<file path="config.mk">
export PLATFORM = sky130hd
export DESIGN_NAME = score_keeper
export DESIGN_NICKNAME = d
export VERILOG_FILES = /design/src/rtl/score_keeper.sv
export SDC_FILE = /design/constraint.sdc
export NUM_CORES = 1
export LEC_CHECK = 0
export BUFFER_PORTS_ARGS = -buffer_cell sky130_fd_sc_hd__buf_4
export CORE_MARGIN = 2
export CORE_UTILIZATION = 30
export CTS_CLUSTER_SIZE = 40
export DETAILED_ROUTE_END_ITERATION = 16
export PLACE_DENSITY = 0.51
export SLEW_MARGIN = 20
export SYNTH_ARGS = -nofsm -noshare
export SYNTH_HDL_FRONTEND = slang
export SYNTH_SLANG_ARGS = --single-unit
</file>
<file path="constraint.sdc">
create_clock -name clock -period 4.1 [get_ports clock]
set_clock_uncertainty 0.1 [all_clocks]
set_input_delay 1.025 -clock clock [delete_from_list [all_inputs] [get_ports clock]]
set_output_delay 1.025 -clock clock [all_outputs]
set_load 0.005 [all_outputs]
</file>
<file path="src/rtl/score_keeper.sv">
`default_nettype none
// ============================================================================
//  Module   : score_keeper
//  Purpose  : Two-player pong score/serve tracker with win-by margin,
//             saturation, serve rotation, deuce tracking and BCD outputs.
//  Revision : 1.0
// ============================================================================
module score_keeper #(
    parameter int SCORE_WIDTH      = 5,
    parameter int WIN_SCORE        = 11,
    parameter int WIN_BY           = 2,
    parameter int SERVE_SWAP       = 2,
    parameter int FIRST_SERVE_LEFT = 1
) (
    input  logic                   clock,
    input  logic                   reset,
    input  logic                   point_left,
    input  logic                   point_right,
    input  logic                   new_game,
    output logic [SCORE_WIDTH-1:0] left_score,
    output logic [SCORE_WIDTH-1:0] right_score,
    output logic [7:0]             left_bcd,
    output logic [7:0]             right_bcd,
    output logic                   serve_left,
    output logic                   deuce,
    output logic                   left_won,
    output logic                   right_won,
    output logic                   game_over_pulse
);

    localparam int CNT_W = (SERVE_SWAP < 2) ? 1 : $clog2(SERVE_SWAP + 1);

    localparam logic [SCORE_WIDTH-1:0] c_max_score = '1;
    localparam logic [SCORE_WIDTH:0]   c_win       = (SCORE_WIDTH+1)'(WIN_SCORE);
    localparam logic [SCORE_WIDTH:0]   c_win_m1    = (SCORE_WIDTH+1)'(WIN_SCORE - 1);
    localparam logic [SCORE_WIDTH:0]   c_win_by    = (SCORE_WIDTH+1)'(WIN_BY);
    localparam logic [CNT_W-1:0]       c_swap      = CNT_W'(SERVE_SWAP);
    localparam logic                   c_first     = (FIRST_SERVE_LEFT != 0);

    typedef enum logic [1:0] {
        ST_PLAY  = 2'd0,
        ST_DEUCE = 2'd1,
        ST_WON   = 2'd2
    } state_t;

    state_t                 state_q, state_d;
    logic [SCORE_WIDTH-1:0] left_q, left_d;
    logic [SCORE_WIDTH-1:0] right_q, right_d;
    logic [7:0]             lbcd_q, rbcd_q;
    logic                   serve_q, serve_d;
    logic                   first_q, first_d;
    logic [CNT_W-1:0]       cnt_q, cnt_d;
    logic                   wonl_q, wonl_d;
    logic                   wonr_q, wonr_d;
    logic                   pulse_q, pulse_d;
    logic                   pl_q, pr_q, ng_q;

    logic                   w_ev_l, w_ev_r, w_accept;
    logic [SCORE_WIDTH-1:0] w_nl, w_nr;
    logic [SCORE_WIDTH:0]   w_nl_x, w_nr_x;
    logic                   w_win_l, w_win_r, w_near;
    logic [CNT_W-1:0]       w_cnt_inc;

    function automatic logic [7:0] to_bcd(input logic [SCORE_WIDTH-1:0] s);
        logic [7:0] v;
        v      = 8'(s);
        to_bcd = {4'(v / 8'd10), 4'(v % 8'd10)};
    endfunction

    // Candidate next scores; the margin is only meaningful when scorer leads.
    always_comb begin
        w_ev_l    = point_left  & ~pl_q;
        w_ev_r    = point_right & ~pr_q;
        w_accept  = (w_ev_l ^ w_ev_r) && (state_q != ST_WON);
        w_nl      = (w_ev_l && left_q  != c_max_score) ? left_q  + 1'b1 : left_q;
        w_nr      = (w_ev_r && right_q != c_max_score) ? right_q + 1'b1 : right_q;
        w_nl_x    = {1'b0, w_nl};
        w_nr_x    = {1'b0, w_nr};
        w_win_l   = w_ev_l && (((w_nl_x >= c_win) && (w_nl_x > w_nr_x) &&
                                ((w_nl_x - w_nr_x) >= c_win_by)) || (w_nl == c_max_score));
        w_win_r   = w_ev_r && (((w_nr_x >= c_win) && (w_nr_x > w_nl_x) &&
                                ((w_nr_x - w_nl_x) >= c_win_by)) || (w_nr == c_max_score));
        w_near    = (w_nl_x >= c_win_m1) && (w_nr_x >= c_win_m1);
        w_cnt_inc = cnt_q + CNT_W'(1);
    end

    always_comb begin
        state_d = state_q;
        left_d  = left_q;
        right_d = right_q;
        serve_d = serve_q;
        first_d = first_q;
        cnt_d   = cnt_q;
        wonl_d  = wonl_q;
        wonr_d  = wonr_q;
        pulse_d = 1'b0;

        if (new_game) begin
            // Held new_game keeps the block cleared; server flips once.
            state_d = ST_PLAY;
            left_d  = '0;
            right_d = '0;
            cnt_d   = '0;
            wonl_d  = 1'b0;
            wonr_d  = 1'b0;
            first_d = ng_q ? first_q : ~first_q;
            serve_d = first_d;
        end else if (w_accept) begin
            left_d  = w_nl;
            right_d = w_nr;
            if (w_win_l || w_win_r) begin
                state_d = ST_WON;
                wonl_d  = w_win_l;
                wonr_d  = w_win_r;
                pulse_d = 1'b1;
            end else if (state_q == ST_DEUCE || w_near) begin
                state_d = ST_DEUCE;
                serve_d = ~serve_q;
                cnt_d   = '0;
            end else if (w_cnt_inc == c_swap) begin
                serve_d = ~serve_q;
                cnt_d   = '0;
            end else begin
                cnt_d   = w_cnt_inc;
            end
        end
    end

    always_ff @(posedge clock or posedge reset) begin
        if (reset) begin
            state_q <= ST_PLAY;
            left_q  <= '0;
            right_q <= '0;
            lbcd_q  <= 8'h00;
            rbcd_q  <= 8'h00;
            serve_q <= c_first;
            first_q <= c_first;
            cnt_q   <= '0;
            wonl_q  <= 1'b0;
            wonr_q  <= 1'b0;
            pulse_q <= 1'b0;
            pl_q    <= 1'b0;
            pr_q    <= 1'b0;
            ng_q    <= 1'b0;
        end else begin
            state_q <= state_d;
            left_q  <= left_d;
            right_q <= right_d;
            lbcd_q  <= to_bcd(left_q);
            rbcd_q  <= to_bcd(right_q);
            serve_q <= serve_d;
            first_q <= first_d;
            cnt_q   <= cnt_d;
            wonl_q  <= wonl_d;
            wonr_q  <= wonr_d;
            pulse_q <= pulse_d;
            pl_q    <= point_left;
            pr_q    <= point_right;
            ng_q    <= new_game;
        end
    end

    assign left_score      = left_q;
    assign right_score     = right_q;
    assign left_bcd        = lbcd_q;
    assign right_bcd       = rbcd_q;
    assign serve_left      = serve_q;
    assign deuce           = (state_q == ST_DEUCE);
    assign left_won        = wonl_q;
    assign right_won       = wonr_q;
    assign game_over_pulse = pulse_q;

endmodule
`default_nettype wire

</file>
== Word level (Yosys, flattened, before mapping) ==
Index checks and enable logic that the tools add are counted.

* Bits in registers: 38
* Bits of input ports: 5
* Output and inout port bits: 31
* Word-level logic and storage cells: 98

* Add/sub/neg operators: 5
* Div/mod/pow operators: 4
* $lt $le $gt $ge: 8
* Eq/ne operators: 8
* Multiplexer cells: 30
* Bitwise logic cells: 7
* Reduce and logical (&&, ||, !) cells: 22

{| class="wikitable"
|+ Operator list
! kind !! count
|-
| two-way mux 5 bit || 6
|-
| >= comparator 5 x 4 -> 1 bit (second input constant) || 4
|-
| two-way mux 2 bit || 9
|-
| divider 5 x 4 -> 8 bit (second input constant) || 2
|-
| remainder unit 5 x 4 -> 8 bit (second input constant) || 2
|-
| two-way mux 1 bit || 15
|-
| >= comparator 6 x 2 -> 1 bit (second input constant) || 2
|-
| subtractor 5 x 5 -> 6 bit || 2
|-
| adder 5 x 1 -> 5 bit (second input constant) || 2
|-
| equality test 5 bit (second input constant) || 2
|-
| greater-than comparator 5 bit || 2
|-
| logical AND 1 bit || 10
|-
| inequality test 5 bit (second input constant) || 2
|-
| AND reduction 2 bit || 3
|-
| nonzero test 3 bit || 2
|-
| logical OR 1 bit || 4
|-
| inequality test 2 bit (second input constant) || 2
|-
| NOT 1 bit || 4
|-
| nonzero test 2 bit || 2
|-
| AND reduction 3 bit || 1
|-
| adder 2 x 1 -> 2 bit (second input constant) || 1
|-
| AND 1 bit || 2
|-
| equality test 2 x 1 -> 1 bit (second input constant) || 1
|-
| equality test 2 bit (second input constant) || 1
|-
| bitwise XOR 1 bit || 1
|}

== Logic depth before layout (Yosys ltp) ==
Gate-level depths: netlist (run 1).

* Depth after elaboration: 13
* Depth in mapped cells: 15
* Mapped depth without buffers: 15

== Worst setup path before layout (run 1) ==
OpenSTA, ideal clock, no wires.

* Path type: register -> register
* From: register left_q[1], in the netlist left_score[1]
* To: register serve_q, in the netlist serve_left
* Setup time: 0.064 ns
* Data arrival time: 4.066 ns
* Data required time: 3.936 ns
* Setup slack: -0.130 ns
* Stages on the path, launching flop included: 15
* Buffers on the path: 0
* Clock period less this slack: 4.230 ns
* Cells stage by stage: dfrtp_1 > ha_1 > and3_1 > ha_1 > nor3b_2 > mux2i_1 > inv_1 > fa_1 > xnor3_1 > or3_1 > a21oi_1 > o21ai_0 > o211a_1 > or4_1 > nand3_1

* Word-level cells in the longest chain between the ends: 11
* Elaborated cells between the ends (all ways): 31
* Classes of those cells: 3 x add/sub; 6 x order compare; 3 x eq/ne; 5 x mux; 14 x reduce/logical

{| class="wikitable"
|+ Ends and longest elaborated chain
! element !! RTL line !! text
|-
| from (decl) || 47 || <nowiki>logic [SCORE_WIDTH-1:0] left_q, left_d;</nowiki>
|-
| from (signal assigned) || 147 || <nowiki>left_q <= left_d;</nowiki>
|-
| parallel branches: the longest is 2 deep, another holds adder 5 x 1 -> 5 bit || n/a ||
|-
| two-way mux 5 bit * || 75 || <nowiki>w_nl = (w_ev_l && left_q != c_max_score) ? left_q + 1'b1 : left_q;</nowiki>
|-
| subtractor 5 x 5 -> 6 bit, or another cell as far along || 80 || <nowiki>((w_nl_x - w_nr_x) >= c_win_by)) || (w_nl == c_max_score));</nowiki>
|-
| >= comparator 6 x 2 -> 1 bit, or another cell as far along || 80 ||
|-
| logical AND 1 bit (on tied branches) || 79, 81 ||
|-
| logical OR 1 bit (on tied branches) || 80, 82 ||
|-
| logical AND 1 bit (on tied branches) || 79, 81 ||
|-
| logical OR 1 bit || 111 || <nowiki>if (w_win_l || w_win_r) begin</nowiki>
|-
| inequality test 2 bit (no line) || n/a ||
|-
| AND reduction 3 bit (no line) || n/a ||
|-
| to (signal assigned) || 136 || <nowiki>serve_q <= c_first;</nowiki>
|-
| to (signal assigned) || 151 || <nowiki>serve_q <= serve_d;</nowiki>
|-
| to (decl) || 50 || <nowiki>logic serve_q, serve_d;</nowiki>
|}

Every way passes the cells marked *. The select of a mux whose other input is x is not followed.
A chain may end at the register's enable or synchronous reset.

== Worst setup path after layout (run 1) ==
* From: register left_q[0], in the netlist left_score[0]
* To: register serve_q, in the netlist serve_left

Same word-level chain as after synthesis.

==> results of run 1 <==
area by class of cell:
type	instances	area, um2	area share, %
tap	105	131	4.11
clock inverter	1	5.00	0.156
timing repair buffer	64	484	15.1
inverter	26	97.6	3.05
sequential	34	855	26.7
clock buffer	7	86.3	2.70
multi-input combinational	197	1540	48.1
registers in the layout, summed over array words and instances (netlist names):
name             cells
ng_q                 1
serve_left           1
left_bcd             6
left_won             1
right_won            1
pr_q                 1
pl_q                 1
right_score          5
game_over_pulse      1
state_q              2
first_q              1
left_score           5
right_bcd            6
cnt_q                2
power breakdown:
group          switching (mW)  internal (mW)
Sequential             0.0179          0.373
Clock                   0.125          0.136
Combinational           0.180          0.164
Total                   0.322          0.672
critical path, stage by stage (launching register included):
cell     delay [ps]
dfrtp_1         390
ha_2            200
and3_1          180
ha_2            190
nor3b_4         270
mux2i_2         290
inv_2            80
fa_2            410
xnor3_1         350
or3_1           310
a21oi_1         140
o21ai_1         110
o211a_1         270
or4_1           500
nand3_1          90
metal layers:
metal,vias up,GRT usage [%]
li1,1047,-
met1,1033,19.0
met2,40,22.5
met3,5,2.13
met4,0,3.99
met5,-,0
Yosys cell counts, types with 5 or more instances:
master / number
a21oi_1: 14
clkbuf_1: 6
ha_1: 21
mux2i_1: 5
nor2_1: 21
inv_1: 25
xnor2_1: 19
nand2_1: 20
o21ai_0: 17
dfrtp_1: 32
cells by family after synthesis:
kind of cell               after synthesis  synth area share, %
AOI/OAI and AO/OA                       65                 18.5
other                                    1                0.151
buffers and inverters                   38                 6.78
muxes                                    8                 3.52
DFF                                     34                 34.3
adders and majority gates               23                 11.8
xor gates and xnor gates                24                 8.99
and+or+nand+nor                         73                 16.0
final timing paths:
path | startpoint | end | slack (ps) | cells after the start
setup / recovery | left_score[0]$_DFFE_PP0P_ | serve_left$_DFFE_PP1P_ | 160 | 14
hold / removal | first_q$_DFFE_PP1P_ | first_q$_DFFE_PP1P_ | 400 | 1
max in group asynchronous | reset | first_q$_DFFE_PP1P_ | 2810 | 3
hold reg to reg | first_q$_DFFE_PP1P_ | first_q$_DFFE_PP1P_ | 400 | 1
min in group asynchronous | reset | left_bcd[1]$_DFF_PP0_ | 740 | 3
setup reg to reg | left_score[0]$_DFFE_PP0P_ | serve_left$_DFFE_PP1P_ | 160 | 14
placed cells by master (no fill, tap or decap), drive strengths merged, types with 7 or more instances in the layout:
cell type	instances
xnor2	19
nor2	21
dfrtp	32
a21oi	14
ha	21
inv	26
o21ai	18
clkbuf	7
nand2	20
buf	64
per-stage QoR:
stage | instance area [um2] | power, mW | std cells
after CTS | 3120 | 0.993 | 430
after global placement | 3030 | 0.725 | 422
final | 3200 | 0.994 | 434
after floorplan | 2520 | 0.613 | 269
after global routing | 3200 | 1.06 | 434
after detailed placement | 3030 | 0.724 | 422
repair_timing:
item                                   4_1_cts  5_1_grt
setup endpoints to repair                    0        7
gates resized for setup                      0       11
endpoints found under the hold margin        0        0
setup buffers                                0        4
==> out/qor.csv, run 1 <==
metric,value,unit
arrival,4060,ps
row_count,33,
crit_path_end_kind,flip-flop,
timing.fmax,254,MHz
cts_made_buffers,5,
hold_viol,0,
slew_headroom,63.4,%
top_layer_used,met4,
required,4230,ps
dr_wl_met2,2800,um
n_antenna_cell,0,
synth.avg_cell_area,9.37,um2
grt_max_degree,35,
worst_slew_pin_slew,544,ps
coreArea,0.00813,mm2
clockBufferDepth,2,
wl_met3,170,um
postSynthCellCount,266,
final_max_slew_viol_count,0,
routabilityCongestion,0.849,
ys_ff_latch,34,
antenna_found_initial,0,
ys.flop_type,dfrtp_1,
synth_area_leaders,"dfrtp_1 32%, ha_1 11%, xnor2_1 6.7%, inv_1 3.8%, o21ai_0 3.4%",
io_buffers,31,
finish.utilization,39.3,%
nets,355,
hold_class,flip-flop to flip-flop,
fin_crit,3940,ps
drv_cap,0,
die_h,95.1,um
drt-met1-wl,2950,um
ys_types,61,
dr.pass1.iters,4,
wl_per_cell,13.8,um
grt_pass1_wl,9760,um
fin_crit_sh,96.0,%
ir_drop,0.111,mV
outcome,"finished, final reports clean",
syn_to_final_growth,28.4,%
grt_overflow_total,0,
cts_tree,yes,
cellPowerDensity,311,mW/mm2
vias,2125,
die_w,95.1,um
crit_fanout,4,
grt_pass1_vias,1955,
leakage,1.51,nW
setup_viol,0,
clock-root-buffer,clkbuf_8,
drt-vias-per-instance,4.90,
start_util,30.6,%
drt_iter0_drc,84,
cts.sinks,34,
synthDominantCellAreaShare,32.1,%
final_layout_size_suffix_gt1_share,30.4,%
synth_area,0.00249,mm2
totalWireLength,6000,um
clk_latency,280,ps
fill_cells,811,
synth_top_area_cell,dfrtp_1,
antenna_left,0,
rsz0062_at_grt,false,
drc,0,
synth_edf_count,0,
criticalPathCategory,flip-flop to flip-flop,
tns,0,ps
setup_ws,164,ps
whs,397,ps
hold_buffers,0,
ys_warn_count,0,
dp_hpwl,4470,um
yosysSeqAreaShare,34.3,%
track_usage,13.8,%
io-pin-count,36,
dieArea,0.00905,mm2
synth-async-reset-ratio,100,%
htree_levels,2,
cp-start-kind,flip-flop,
clk_pin_slew,70,ps
place_ws,-17.4,ps
(Power assumes the default switching activity.)
==> inputs of run 2 (changes only) <==
--- a/config.mk
+++ b/config.mk
@@ -10,6 +10,7 @@
 export CORE_UTILIZATION = 30
 export CTS_CLUSTER_SIZE = 40
 export DETAILED_ROUTE_END_ITERATION = 16
+export MAX_ROUTING_LAYER = met4
 export PLACE_DENSITY = 0.51
 export SLEW_MARGIN = 20
 export SYNTH_ARGS = -nofsm -noshare
==> run 2 against run 1 <==
- die area is the same
- worst setup slack gained 61 ps
- via count shrank 0.71%
- first-iteration DRC count shrank 14%
- final cell count grew 0.23%
- routed wire length shrank 0.40%
- sequential share of layout area grew 0.084 points
- hold slack gained 0.93 ps
- largest cell class unchanged
- largest power group unchanged
- highest routed layer unchanged
==> out/qor.csv, run 2 (synthesis gave the netlist of run 1 again) <==
metric,value,unit
path_cells,ha_1 -> and3_1 -> ha_2 -> nor3b_4 -> buf_4 -> and4_1 -> xnor2_1 -> ha_4 -> a21o_1 -> a311oi_1 -> o21ai_1 -> o211a_1 -> or4_1 -> nand3_1,
ir_drop,0.103,mV
timing.fmax,258,MHz
worst_slew_pin_slew,555,ps
required,4230,ps
outcome,"finished, final reports clean",
cts_tree,yes,
fin_crit,3880,ps
grt_pass1_vias,1981,
slew_headroom,62.7,%
crit_buf_inv,1,
hold_viol,0,
final_max_slew_viol_count,0,
fin_crit_sh,94.5,%
track_usage,15.0,%
cp-start-kind,flip-flop,
drt-vias-per-instance,4.85,
dpl.cell_count,424,
drt_iter0_drc,72,
cts_made_buffers,5,
setup_viol,0,
drv_cap,0,
clockBufferDepth,2,
p_seq_share,39.5,%
final_common_cell,buf_4,
cts.sinks,34,
final_cells,435,
cp_top_family,simple AND/OR/NAND/NOR gates,
vias,2110,
cp_slowest_cell,or4_1,
antenna_found_initial,0,
dp_hpwl,4560,um
htree_levels,2,
clock-root-buffer,clkbuf_8,
wl_per_cell,13.7,um
p_clk_share,26.6,%
die_w,95.1,um
mostFrequentLayoutCells,"64 x buf_4, 31 x dfrtp_1, 24 x inv_1",
io_buffers,31,
place_area,0.00304,mm2
cellPowerDensity,310,mW/mm2
place_ws,-7.57,ps
p_sw,317,uW
coreArea,0.00813,mm2
internal_power,671,uW
row_count,33,
cpPeakStageDelay,500,ps
leakage,1.50,nW
clk_latency,290,ps
stdcell_area,0.00319,mm2
syn_to_final_growth,28.0,%
start_util,30.6,%
crit_fanout,8,
final_layout_size_suffix_gt1_share,30.3,%
grt_max_degree,35,
antenna_left,0,
io-pin-count,36,
grt_overflow_total,0,
dieArea,0.00905,mm2
fill_cells,818,
n_antenna_cell,0,
arrival,4010,ps
die_h,95.1,um
routabilityCongestion,0.851,
setup_ws,224,ps
criticalPathCategory,flip-flop to flip-flop,
totalWireLength,5970,um
grt_pass1_wl,10200,um
p_sw_share,32.1,%
hold_class,flip-flop to flip-flop,
dr.pass1.iters,4,
p_comb_share,33.9,%
crit_path_end_kind,flip-flop,
drc,0,
nets,356,
clk_pin_slew,70,ps
## run 2: cell types whose count changed in the layout (fill, tap and decap cells not counted), sizes merged
cell / delta
buf: +1
## run 2: final timing paths
path | from | end | slack [ps] | depth (start not counted)
min | first_q$_DFFE_PP1P_ | first_q$_DFFE_PP1P_ | 400 | 1
max | left_score[1]$_DFFE_PP0P_ | serve_left$_DFFE_PP1P_ | 220 | 14
min reg2reg | first_q$_DFFE_PP1P_ | first_q$_DFFE_PP1P_ | 400 | 1
max in group asynchronous | reset | serve_left$_DFFE_PP1P_ | 2820 | 3
min in group asynchronous | reset | left_bcd[4]$_DFF_PP0_ | 730 | 3
max reg2reg | left_score[1]$_DFFE_PP0P_ | serve_left$_DFFE_PP1P_ | 220 | 14
## run 2: metal layers
| metal | global-route usage [%] | part of all wire (%) | vias up |
|---|---|---|---|
| met5 | - | 0 | - |
| met2 | 23.1 | 47 | 41 |
| met4 | 5.07 | 1.6 | 0 |
| met1 | 19.9 | 48 | 1007 |
| li1 | - | - | 1054 |
| met3 | 2.61 | 2.9 | 8 |
## run 2: what timing repair did
item | in CTS | in global routing
hold buffers | 0 | 0
buffers inserted | 0 | 3
setup endpoints to repair | 0 | 7
resized for setup | 0 | 8
## run 2: power by group through the flow
stage / sequential, mW / combinational, mW / clock, mW
2_1_floorplan: 0.403 / 0.210 / 0
3_3_place_gp: 0.396 / 0.334 / 0
3_5_place_dp: 0.395 / 0.334 / 0
4_1_cts: 0.390 / 0.335 / 0.274
5_1_grt: 0.395 / 0.377 / 0.289
6_report: 0.390 / 0.335 / 0.263
## run 2: stage by stage
step                utilization (%)  setup TNS (ps)  hold slack (ps)  total power, mW
finish                         39.2               0              398            0.987
global route                   39.2           -39.1              414             1.06
CTS                            38.5               0              401            0.998
detailed placement             37.4           -14.3              393            0.729
global placement               37.4               0              384            0.730
floorplan                         -               0              368            0.613
## run 2: layout make-up
class	count	area (um2)	share of cell area (%)
flip-flops and latches	34	855	26.8
well taps	105	131	4.12
clock inverters	1	5.00	0.157
repair buffers	65	492	15.4
multi-input cells	197	1520	47.7
clock buffers	7	86.3	2.71
inverters	26	97.6	3.06
==> inputs of run 3 (changes only) <==
--- a/config.mk
+++ b/config.mk
@@ -7,11 +7,11 @@
 export LEC_CHECK = 0
 export BUFFER_PORTS_ARGS = -buffer_cell sky130_fd_sc_hd__buf_4
 export CORE_MARGIN = 2
-export CORE_UTILIZATION = 30
+export CORE_UTILIZATION = 51
 export CTS_CLUSTER_SIZE = 40
 export DETAILED_ROUTE_END_ITERATION = 16
 export MAX_ROUTING_LAYER = met4
-export PLACE_DENSITY = 0.51
+export PLACE_DENSITY = 0.77
 export SLEW_MARGIN = 20
 export SYNTH_ARGS = -nofsm -noshare
 export SYNTH_HDL_FRONTEND = slang
==> run 3 against run 2 <==
- clock power fell by 2%
- largest power group unchanged
- combinational power is 2% lower
- critical endpoint unchanged
- worst setup slack improved by 8.4 ps
==> out/qor.csv, run 3 (synthesis gave the netlist of run 1 again) <==
metric,value,unit
outcome,"finished, final reports clean",
hold_class,flip-flop to flip-flop,
start_util,52.7,%
drt-met1-wl,2460,um
clockBufferDepth,2,
finish.utilization,65.0,%
rsz0062_at_grt,false,
io-pin-count,36,
grt_pass1_wl,9030,um
drt-vias-per-instance,5.44,
crit_fanout,7,
syn_to_final_growth,23.2,%
cts_made_buffers,5,
drt_iter0_drc,90,
fin_crit,3870,ps
grt_max_degree,23,
cp-start-kind,flip-flop,
coreArea,0.00472,mm2
ir_drop,0.184,mV
path_cells,ha_1 -> and2_1 -> ha_1 -> nor3b_4 -> buf_4 -> and4_2 -> xnor2_1 -> ha_1 -> a21o_1 -> a311oi_1 -> o21ai_1 -> o211a_1 -> or4_1 -> nand3_1,
hold_viol,0,
vias,2122,
clk_pin_slew,70,ps
final_layout_size_suffix_gt1_share,27.9,%
die_w,73.9,um
routabilityCongestion,0.888,
hp-start,first_q$_DFFE_PP1P_,
cts.sinks,34,
nets,349,
cpPeakStageDelay,510,ps
dr.pass1.iters,5,
slew_headroom,45.7,%
path_common_cell,ha_1,
grt_pass1_vias,1957,
stdcell_area,0.00307,mm2
required,4230,ps
clock-root-buffer,clkbuf_8,
fin_crit_sh,94.3,%
wl_per_cell,14.5,um
wl_met3,261,um
place_area,0.00294,mm2
final_max_slew_viol_count,0,
die_h,73.9,um
leakage,1.46,nW
clk_latency,290,ps
cts_tree,yes,
grt_overflow_total,0,
totalWireLength,5640,um
timing.fmax,259,MHz
io_buffers,31,
antenna_left,0,
crit_path_end_kind,flip-flop,
cellPowerDensity,319,mW/mm2
setup_viol,0,
r2r_start,right_score[0]$_DFFE_PP0P_,
worst_slew_pin_slew,814,ps
dieArea,0.00546,mm2
arrival,4000,ps
drc,0,
drv_cap,0,
dp_hpwl,4270,um
n_antenna_cell,0,
htree_levels,2,
criticalPathCategory,flip-flop to flip-flop,
final_common_cell,buf_4,
top_layer_used,met4,
cp-startpoint,right_score[0]$_DFFE_PP0P_,
track_usage,22.1,%
antenna_found_initial,0,
mostFrequentLayoutCells,"57 x buf_4, 31 x dfrtp_1, 24 x inv_1",
cp_slowest_cell,or4_1,
row_count,25,
dr_wl_met2,2870,um
-- run 3: final cells by class --
class / count / area [um2]
Clock buffer: 7 / 86.3
Clock inverter: 1 / 5.00
Fill cell: 403 / 1650
Inverter: 26 / 97.6
Multi-Input combinational cell: 197 / 1500
Sequential cell: 34 / 855
Tap cell: 67 / 83.8
Timing Repair Buffer: 58 / 439
-- run 3: what timing repair did --
item / CTS / global route
buffers inserted: 0 / 3
setup endpoints to repair: 0 / 4
hold buffers: 0 / 0
resized for setup: 0 / 4
-- run 3: power by group --
part | switching (mW) | leakage, nW | internal [mW]
Sequential | 0.0204 | 0.450 | 0.373
Clock | 0.122 | 0.0482 | 0.135
Combinational | 0.171 | 0.967 | 0.157
Total | 0.314 | 1.46 | 0.665
-- run 3: per-layer routing --
metal,vias up,global-route usage (%)
met3,5,3.70
met5,-,-
met4,0,5.45
li1,1034,-
met2,62,37.4
met1,1021,27.5
-- run 3: path summary, 6_finish.rpt --
path,endpoint,slack [ps],cells past startpoint
min in group asynchronous,left_bcd[2]$_DFF_PP0_,800,2
setup reg to reg,serve_left$_DFFE_PP1P_,230,14
hold / removal,first_q$_DFFE_PP1P_,400,1
max in group asynchronous,first_q$_DFFE_PP1P_,2340,3
hold reg to reg,first_q$_DFFE_PP1P_,400,1
setup / recovery,serve_left$_DFFE_PP1P_,230,14
-- run 3: critical path, delay by kind of cell, from the launching register on --
kind / cells / cell delay (ps)
buf+inv: 1 / 180
simple gates: 5 / 1280
fa+ha+maj: 3 / 810
xor+xnor: 1 / 180
compound gates: 4 / 900
flops: 1 / 380
-- run 3: through the flow --
stage,hold slack (ps),setup TNS [ps],power [mW],setup slack [ps],std cells
after CTS,406,0,0.975,81.7,387
after detailed placement,393,-12.2,0.718,-12.2,379
final,401,0,0.979,233,390
after global placement,387,0,0.711,86.7,379
after floorplan,368,0,0.613,52.5,269
after global routing,422,0,1.04,39.0,390
